==> config.mk <==
export PLATFORM = sky130hd
export DESIGN_NAME = sevenseg_scan_decoder
export DESIGN_NICKNAME = d
export VERILOG_FILES = /design/src/rtl/sevenseg_scan_decoder.sv
export SDC_FILE = /design/constraint.sdc
export NUM_CORES = 1
export LEC_CHECK = 0
export CORE_ASPECT_RATIO = 0.75
export CORE_UTILIZATION = 62
export DETAILED_ROUTE_END_ITERATION = 10
export DONT_BUFFER_PORTS = 1
export PLACE_DENSITY = 0.75
export RECOVER_POWER = 50
export REMOVE_ABC_BUFFERS = 1
export SLEW_MARGIN = 20
export SYNTH_ARGS = -nofsm -noshare
export SYNTH_HDL_FRONTEND = slang
export SYNTH_SLANG_ARGS = --single-unit
==> constraint.sdc <==
create_clock -name clk -period 3 [get_ports clk]
set_clock_uncertainty 0.15 [all_clocks]
set_input_delay 0 -clock clk [delete_from_list [all_inputs] [get_ports clk]]
set_output_delay 0 -clock clk [all_outputs]
set_load 0.01 [all_outputs]
==> src/rtl/sevenseg_scan_decoder.sv <==
// ---------------------------------------------------------------------------------------------
// sevenseg_scan_decoder
//
// Monitors the receiving side of a 2-digit, time-multiplexed 7-segment display bus.
// The block recovers the hex value currently shown on each digit. It only captures the bus
// after {an_n, seg_n} has held still for STABLE_CYCLES consecutive samples. Scan transitions
// and ghosting therefore never reach the digit registers.
//
// Parameters:
//   STABLE_CYCLES  consecutive identical samples needed before a capture (legal 2..255)
//
// Ports:
//   clk          in   1  system clock, all state on rising edge
//   reset        in   1  asynchronous, active-high reset
//   an_n         in   2  anode select, active low (10 = digit 0, 01 = digit 1,
//                        11 = blank, 00 = conflict)
//   seg_n        in   7  segments, active low, bit0 = a .. bit6 = g
//   digit0       out  4  last valid hex value captured for digit 0
//   digit1       out  4  last valid hex value captured for digit 1
//   valid        out  2  bit i set once digit i has had a valid capture since reset
//   seg_err      out  2  bit i set if the latest capture for digit i was undecodable
//   an_conflict  out  1  sticky; set when anode value 00 is captured as stable
//   update       out  1  one-cycle pulse after any digit capture (hit or miss)
// ---------------------------------------------------------------------------------------------
module sevenseg_scan_decoder #(
    parameter int unsigned STABLE_CYCLES = 4
) (
    input  logic       clk,
    input  logic       reset,
    input  logic [1:0] an_n,
    input  logic [6:0] seg_n,
    output logic [3:0] digit0,
    output logic [3:0] digit1,
    output logic [1:0] valid,
    output logic [1:0] seg_err,
    output logic       an_conflict,
    output logic       update
);

    localparam int unsigned CntW = $clog2(STABLE_CYCLES + 1);

    // cnt saturates at STABLE_CYCLES; a capture fires when it reads STABLE_CYCLES-1 and the
    // current input still matches the sample.
    localparam logic [CntW-1:0] CntMax  = CntW'(STABLE_CYCLES);
    localparam logic [CntW-1:0] CntFire = CntW'(STABLE_CYCLES - 1);

    // The sample register resets to the idle bus (all anodes and segments off).
    localparam logic [8:0] SampleRst = {2'b11, 7'h7F};

    localparam logic [1:0] AnDigit0   = 2'b10;
    localparam logic [1:0] AnDigit1   = 2'b01;
    localparam logic [1:0] AnConflict = 2'b00;

    typedef enum logic [0:0] {
        StSettle,
        StHold
    } state_e;

    // ---------------------------------------------------------------------------------------
    // Segment decoder: active-high gfedcba pattern -> {hit, hex value}
    // ---------------------------------------------------------------------------------------
    function automatic logic [4:0] seg_decode(input logic [6:0] segs);
        logic [4:0] res;
        res = 5'b0_0000;
        case (segs)
            7'h3F:   res = {1'b1, 4'h0};
            7'h06:   res = {1'b1, 4'h1};
            7'h5B:   res = {1'b1, 4'h2};
            7'h4F:   res = {1'b1, 4'h3};
            7'h66:   res = {1'b1, 4'h4};
            7'h6D:   res = {1'b1, 4'h5};
            7'h7D:   res = {1'b1, 4'h6};
            7'h07:   res = {1'b1, 4'h7};
            7'h7F:   res = {1'b1, 4'h8};
            7'h6F:   res = {1'b1, 4'h9};
            7'h77:   res = {1'b1, 4'hA};
            7'h7C:   res = {1'b1, 4'hB};
            7'h39:   res = {1'b1, 4'hC};
            7'h5E:   res = {1'b1, 4'hD};
            7'h79:   res = {1'b1, 4'hE};
            7'h71:   res = {1'b1, 4'hF};
            default: res = 5'b0_0000;
        endcase
        return res;
    endfunction

    // ---------------------------------------------------------------------------------------
    // Input sampling and stability counter
    // ---------------------------------------------------------------------------------------
    logic [8:0]      bus;
    logic [8:0]      sample_q;
    logic [CntW-1:0] cnt_q, cnt_d;
    logic            same;

    assign bus  = {an_n, seg_n};
    assign same = (bus == sample_q);

    always_comb begin
        cnt_d = cnt_q;
        if (!same) begin
            cnt_d = '0;
        end else if (cnt_q != CntMax) begin
            cnt_d = cnt_q + 1'b1;
        end
    end

    always_ff @(posedge clk or posedge reset) begin
        if (reset) begin
            sample_q <= SampleRst;
            cnt_q    <= '0;
        end else begin
            sample_q <= bus;
            cnt_q    <= cnt_d;
        end
    end

    // ---------------------------------------------------------------------------------------
    // Capture FSM: state register / next state / outputs
    // ---------------------------------------------------------------------------------------
    state_e state_q, state_d;
    logic   capture;

    always_ff @(posedge clk or posedge reset) begin
        if (reset) begin
            state_q <= StSettle;
        end else begin
            state_q <= state_d;
        end
    end

    always_comb begin
        state_d = state_q;
        unique case (state_q)
            StSettle: begin
                if (same && (cnt_q == CntFire)) begin
                    state_d = StHold;
                end
            end
            StHold: begin
                // Any change, even one segment, re-arms the stability window.
                if (!same) begin
                    state_d = StSettle;
                end
            end
            default: state_d = StSettle;
        endcase
    end

    always_comb begin
        capture = 1'b0;
        unique case (state_q)
            StSettle: capture = same && (cnt_q == CntFire);
            StHold:   capture = 1'b0;
            default:  capture = 1'b0;
        endcase
    end

    // ---------------------------------------------------------------------------------------
    // Capture datapath
    // ---------------------------------------------------------------------------------------
    logic [4:0] dec;
    logic       dec_hit;
    logic [3:0] dec_val;
    logic       sel_d0, sel_d1, sel_conflict;

    // sample_q equals the live bus whenever capture is high, so decode from the register.
    assign dec          = seg_decode(~sample_q[6:0]);
    assign dec_hit      = dec[4];
    assign dec_val      = dec[3:0];
    assign sel_d0       = (sample_q[8:7] == AnDigit0);
    assign sel_d1       = (sample_q[8:7] == AnDigit1);
    assign sel_conflict = (sample_q[8:7] == AnConflict);

    logic [3:0] digit0_q, digit0_d;
    logic [3:0] digit1_q, digit1_d;
    logic [1:0] valid_q, valid_d;
    logic [1:0] seg_err_q, seg_err_d;
    logic       conflict_q, conflict_d;
    logic       update_q, update_d;

    always_comb begin
        digit0_d   = digit0_q;
        digit1_d   = digit1_q;
        valid_d    = valid_q;
        seg_err_d  = seg_err_q;
        conflict_d = conflict_q;
        update_d   = 1'b0;

        if (capture) begin
            if (sel_d0) begin
                update_d = 1'b1;
                if (dec_hit) begin
                    digit0_d   = dec_val;
                    valid_d[0] = 1'b1;
                end
                seg_err_d[0] = !dec_hit;
            end else if (sel_d1) begin
                update_d = 1'b1;
                if (dec_hit) begin
                    digit1_d   = dec_val;
                    valid_d[1] = 1'b1;
                end
                seg_err_d[1] = !dec_hit;
            end else if (sel_conflict) begin
                conflict_d = 1'b1;
            end
            // A blank bus (11) is captured silently: nothing changes.
        end
    end

    always_ff @(posedge clk or posedge reset) begin
        if (reset) begin
            digit0_q   <= 4'h0;
            digit1_q   <= 4'h0;
            valid_q    <= 2'b00;
            seg_err_q  <= 2'b00;
            conflict_q <= 1'b0;
            update_q   <= 1'b0;
        end else begin
            digit0_q   <= digit0_d;
            digit1_q   <= digit1_d;
            valid_q    <= valid_d;
            seg_err_q  <= seg_err_d;
            conflict_q <= conflict_d;
            update_q   <= update_d;
        end
    end

    assign digit0      = digit0_q;
    assign digit1      = digit1_q;
    assign valid       = valid_q;
    assign seg_err     = seg_err_q;
    assign an_conflict = conflict_q;
    assign update      = update_q;

endmodule

======== Word-level counts from Yosys, hierarchy flattened ========
Cells that the tools add are included.
operators by class
  equality and inequality tests ........... 22
  add/sub/neg operators ................... 1
  muxes and demuxes ....................... 10
  reduce and logical (&&, ||, !) cells .... 8
  bitwise gates (word level) .............. 4
operators by type and width
  operator                                        count
  == test 7 bit (second input constant)           12
  case mux 5 bit (16 select lines)                1
  == test 7 x 3 -> 1 bit (second input constant)  2
  == test 7 x 6 -> 1 bit (second input constant)  2
  == test 9 bit                                   1
  AND reduction 4 bit                             2
  NOT 7 bit                                       1
  two-way mux 3 bit                               2
  AND reduction 3 bit                             2
  two-way mux 1 bit                               5
  case mux 1 bit (2 select lines)                 2
  adder 3 x 1 -> 3 bit (second input constant)    1
  == test 3 x 2 -> 1 bit (second input constant)  1
  != test 3 bit (second input constant)           1
  NOT 1 bit                                       3
  == test 2 x 1 -> 1 bit (second input constant)  1
  == test 2 bit (second input constant)           1
  zero test 2 bit                                 1
  != test 2 x 1 -> 1 bit (second input constant)  1
  AND reduction 2 bit                             1
  logical AND 1 bit                               1
  zero test 1 bit                                 1
storage, ports and cells
  output and inout bits ................... 14
  bits in registers ....................... 27
  input port bits ......................... 11
  logic and storage cells ................. 56

======== Longest topological paths before layout ========
  word-level depth ........................ 4
  gate-level depth with buffers ........... 7
  depth with buffers taken out ............ 7

======== Least setup slack after synthesis ========
OpenSTA, ideal clock, no wires.
  path type ............................... register to register
  from .................................... reg sample_q[6]
  to ...................................... reg digit0_q[0] (netlist: digit0[0])
  buffers on the path ..................... 1
  period minus slack after synthesis ...... 2.291 ns
  arrival time ............................ 2.014 ns
  required time ........................... 2.723 ns
  cell stages (with the launch flop) ...... 7
  setup time .............................. 0.127 ns
  slack ................................... 0.709 ns
  path through ............................ dfstp_2 buf_4 or4b_1 o31a_2 o41ai_4 o311ai_2 mux2_1
on the way
  cells in the longest elaborated chain, start to end .. 4
  elaborated cells between the ends (all ways) .. 22
  classes of those cells .................. 17 x eq/ne; 2 x mux; 1 x bitwise; 2 x reduce/logical
ends and longest elaborated chain
  what                                                                                 line     RTL
  start: declaration                                                                   91       logic [8:0] sample_q;
  start signal: assignment                                                             109      sample_q <= SampleRst;
  start signal: assignment                                                             112      sample_q <= bus;
  NOT 7 bit or == test 9 bit (tied branches)                                           167, 96
  == test 7 bit, or another cell as far along                                          65       case (segs)
  case mux 5 bit (16 select lines) or case mux 1 bit (2 select lines) (tied branches)  65, 151
  AND reduction 3 bit (no source line)                                                 n/a
  end signal: assignment                                                               220      digit0_q <= digit0_d;
  end: declaration                                                                     174      logic [3:0] digit0_q, digit0_d;
Parallel ways exist; a longest one is shown, timed or not.
A chain may end at the register's enable or synchronous reset.

======== Final worst setup path ========
  from .................................... reg sample_q[1]
  to ...................................... reg digit1_q[1] (netlist: digit1[1])
on the way
  cells in the longest elaborated chain, start to end .. 4
  elaborated cells between the ends (all ways) .. 22
  classes of those cells .................. 17 x eq/ne; 2 x mux; 1 x bitwise; 2 x reduce/logical
ends and longest elaborated chain
  what                                                                                 line     RTL
  NOT 7 bit or == test 9 bit (tied branches)                                           167, 96
  == test 7 bit, or another cell as far along                                          65
  case mux 5 bit (16 select lines) or case mux 1 bit (2 select lines) (tied branches)  65, 151
  AND reduction 4 bit (no source line)                                                 n/a
  end signal: assignment                                                               221      digit1_q <= digit1_d;
  end: declaration                                                                     175      logic [3:0] digit1_q, digit1_d;
Parallel ways exist; a longest one is shown, timed or not.

==> impl_metrics.toml <==
[finish]
area_growth_pct = 7.724
final_nets = 164
final_layout_size_suffix_gt1_frac = 0.1918
fin_cells = 180
postLayoutCellArea_mm2 = 0.001658
n_antenna_cell = 0
fin_util = 0.7124

[pwr]
vdd_drop_max_v = 0.0003203
power.leakage_nw = 0.7201
finalPower_uw = 610.4
power_density_mw_per_mm2 = 368.2

[worst_setup_path]
critical_path_peak_fanout = 13
critPathCaptureType = "flip-flop"
crit_type = "reg -> reg"
cpMaxStageDelayCell = "dfstp_2"
r2r_cells = 5
r2r_setup_slack_ns = 0.50
crit_cells = 5
crit_arrival_ns = 2.57
cp_top_family = "compound AO/OA/AOI/OAI gates"
crit_chain = "and4b_1 > a22oi_2 > o22ai_1 > o31ai_2 > mux2_2"
critical_path_buf_inv_count = 0
critPathMaxStageDelay_ns = 0.71
cp-start-kind = "flip-flop"
cp.required_ns = 3.07

[place]
placed_cells = 166
hpwl_um = 2115
pre_cts_ws_ns = 0.5114
io_buffers = 0
place_congestion = 0.8377
place_area_mm2 = 0.001531

[sta]
grt_setup_unrepaired = "false"
worstMarginPinSlew_ns = 0.9705
finalCritPeriodShare = 0.8328
max_freq_mhz = 400.2
setup_viol = 0
relSlewSlack = 0.3523
slew_viol_final = 0
setup_tns_ns = 0
fin_crit_ns = 2.498
timing.final.ws_setup_ns = 0.5015
hold_viol_final = 0
holdWs_ns = 0.03554

[yosys]
yosys.area.top_type = "dfrtp_1"
ys_types = 53
ys_warn_count = 0
synth_cells = 139
synth_edf_count = 0
ys_ff_latch = 27
seq_area_frac_synth = 0.4463
ys_async_sr_fraction = 1.000
synth_top_cell_area_share = 0.2927
syn_area_mm2 = 0.001539
synth_area_leaders = "dfrtp_1 (29%), dfstp_2 (15%), xnor2_1 (5.1%), ha_1 (4.9%), inv_1 (2.4%)"
syn_avg_cell_area_um2 = 11.07
synth_ff_type = "dfrtp_1"
synth_common_cells = "dfrtp_1 (18), inv_1 (10), dfstp_2 (9), nor2_1 (9), xnor2_1 (9)"
synth.most_common_cell = "dfrtp_1"

[floorplanning]
die_height_um = 45.15
core-area_mm2 = 0.002327
die_area_mm2 = 0.002687
rows = 15
die_w_um = 59.53
start_util = 0.6613
io_pins = 25

[clock_tree]
cts_made_buffers = 3
cts_max_level = 1
cts.clk_slew.worst_paths_ns = 0.13
post_cts_resized = 0
cts_num_sinks = 27
clk_latency_ns = 0.31
cts_tree = "built"
clk_path_buf_depth = 2
root_buffer = "clkbuf_4"

[drt]
firstDrtPassIters = 4
wl_per_cell_um = 15.63
first_iter_violations = 45
postRouteWirelength_um = 2814
vias = 1067
avgViaCountPerCell = 5.928
antenna_left = 0
drcViolationCount = 0

[global_route]
grt_pass1_vias = 1047
grt_use_total = 0.2386
grt_start_max_net_pins = 28
grt.overflow.total = 0
antenna_found_initial = 0
grt_pass1_wl_um = 4754

[run]
maxCapViolCount = 0

[worst_hold_path]
worstHoldPathCells = 5
hold_path.class = "in -> reg"

[outcome]
status = "finished, final reports clean"
[tightest hold or removal path, delay by kind of cell]
| kind | cells | cell delay [ns] |
|---|---|---|
| and+or+nand+nor | 3 | 0.38 |
| xor gates and xnor gates | 1 | 0.04 |
| AOI/OAI and AO/OA | 1 | 0.06 |
[placed cells by master (no fill, tap or decap), drive strengths merged, types with 2 or more instances in the layout]
cell / synthesis / layout
nand3: 7 / 7
nor2b: 2 / 2
o41ai: 2 / 2
nand2b: 3 / 3
dfstp: 9 / 9
or4b: 2 / 2
a211oi: 2 / 2
a32o: 2 / 2
dfrtp: 18 / 18
mux2: 6 / 6
nand2: 5 / 5
xor2: 2 / 2
nor3: 5 / 5
dlygate4sd3: 0 / 10
o21ai: 2 / 2
clkbuf: 0 / 4
a21oi: 4 / 4
nor2: 9 / 9
nor4: 2 / 2
ha: 6 / 6
xnor2: 9 / 9
inv: 10 / 10
a22o: 2 / 2
[routing by layer]
layer | part of all wire | GRT usage
met1 | 0.47 | 0.3260
met2 | 0.47 | 0.4022
met3 | 0.059 | 0.05731
met5 | 0 | 0
met4 | 0 | 0.02791
[where the power goes]
group | internal (mW) | switching (mW) | total [mW] | leakage (nW)
Combinational | 0.0316 | 0.0337 | 0.0653 | 0.359
Clock | 0.0520 | 0.0977 | 0.150 | 0.0150
Sequential | 0.376 | 0.0194 | 0.395 | 0.346
[sequential cells by signal, summed over array words and instances, names as in the netlist]
name and count:
seg_err 2, cnt_q 3, sample_q 9, digit0 4
state_q 1, valid 2, update 1, digit1 4
an_conflict 1
[timing repair]
item	4_1_cts	5_1_grt
endpoints found under the hold margin	32	0
setup buffers	0	0
hold buffers	10	0
[logic make-up (layout without fill, tap and decap cells)]
logic type      after synthesis  after routing  synth area share
xor+xnor                     11             11           0.06261
mux                           6              6           0.04390
buf+inv                      17             24           0.05691
compound gates               28             28            0.1667
flops                        27             27            0.4463
fa+ha+maj                     6              6           0.04878
simple gates                 44             44            0.1748
[final cells by class]
type                            instances  area [um2]
Timing Repair Buffer                   10       100.1
Fill cell                             199       669.4
Sequential cell                        27       686.9
Clock buffer                            4       26.28
Tap cell                               34       42.54
Inverter                               10       37.54
Multi-Input combinational cell         95       764.5
[path summary, 6_finish.rpt]
kind,start,to
min reg2reg,state_q,state_q
max reg2reg,sample_q[1],digit1[1]
min in group asynchronous,reset,digit0[2]
max in group asynchronous,reset,seg_err[1]
min,seg_n[2],cnt_q[1]
max,sample_q[1],digit1[1]
(Power assumes the default switching activity.)
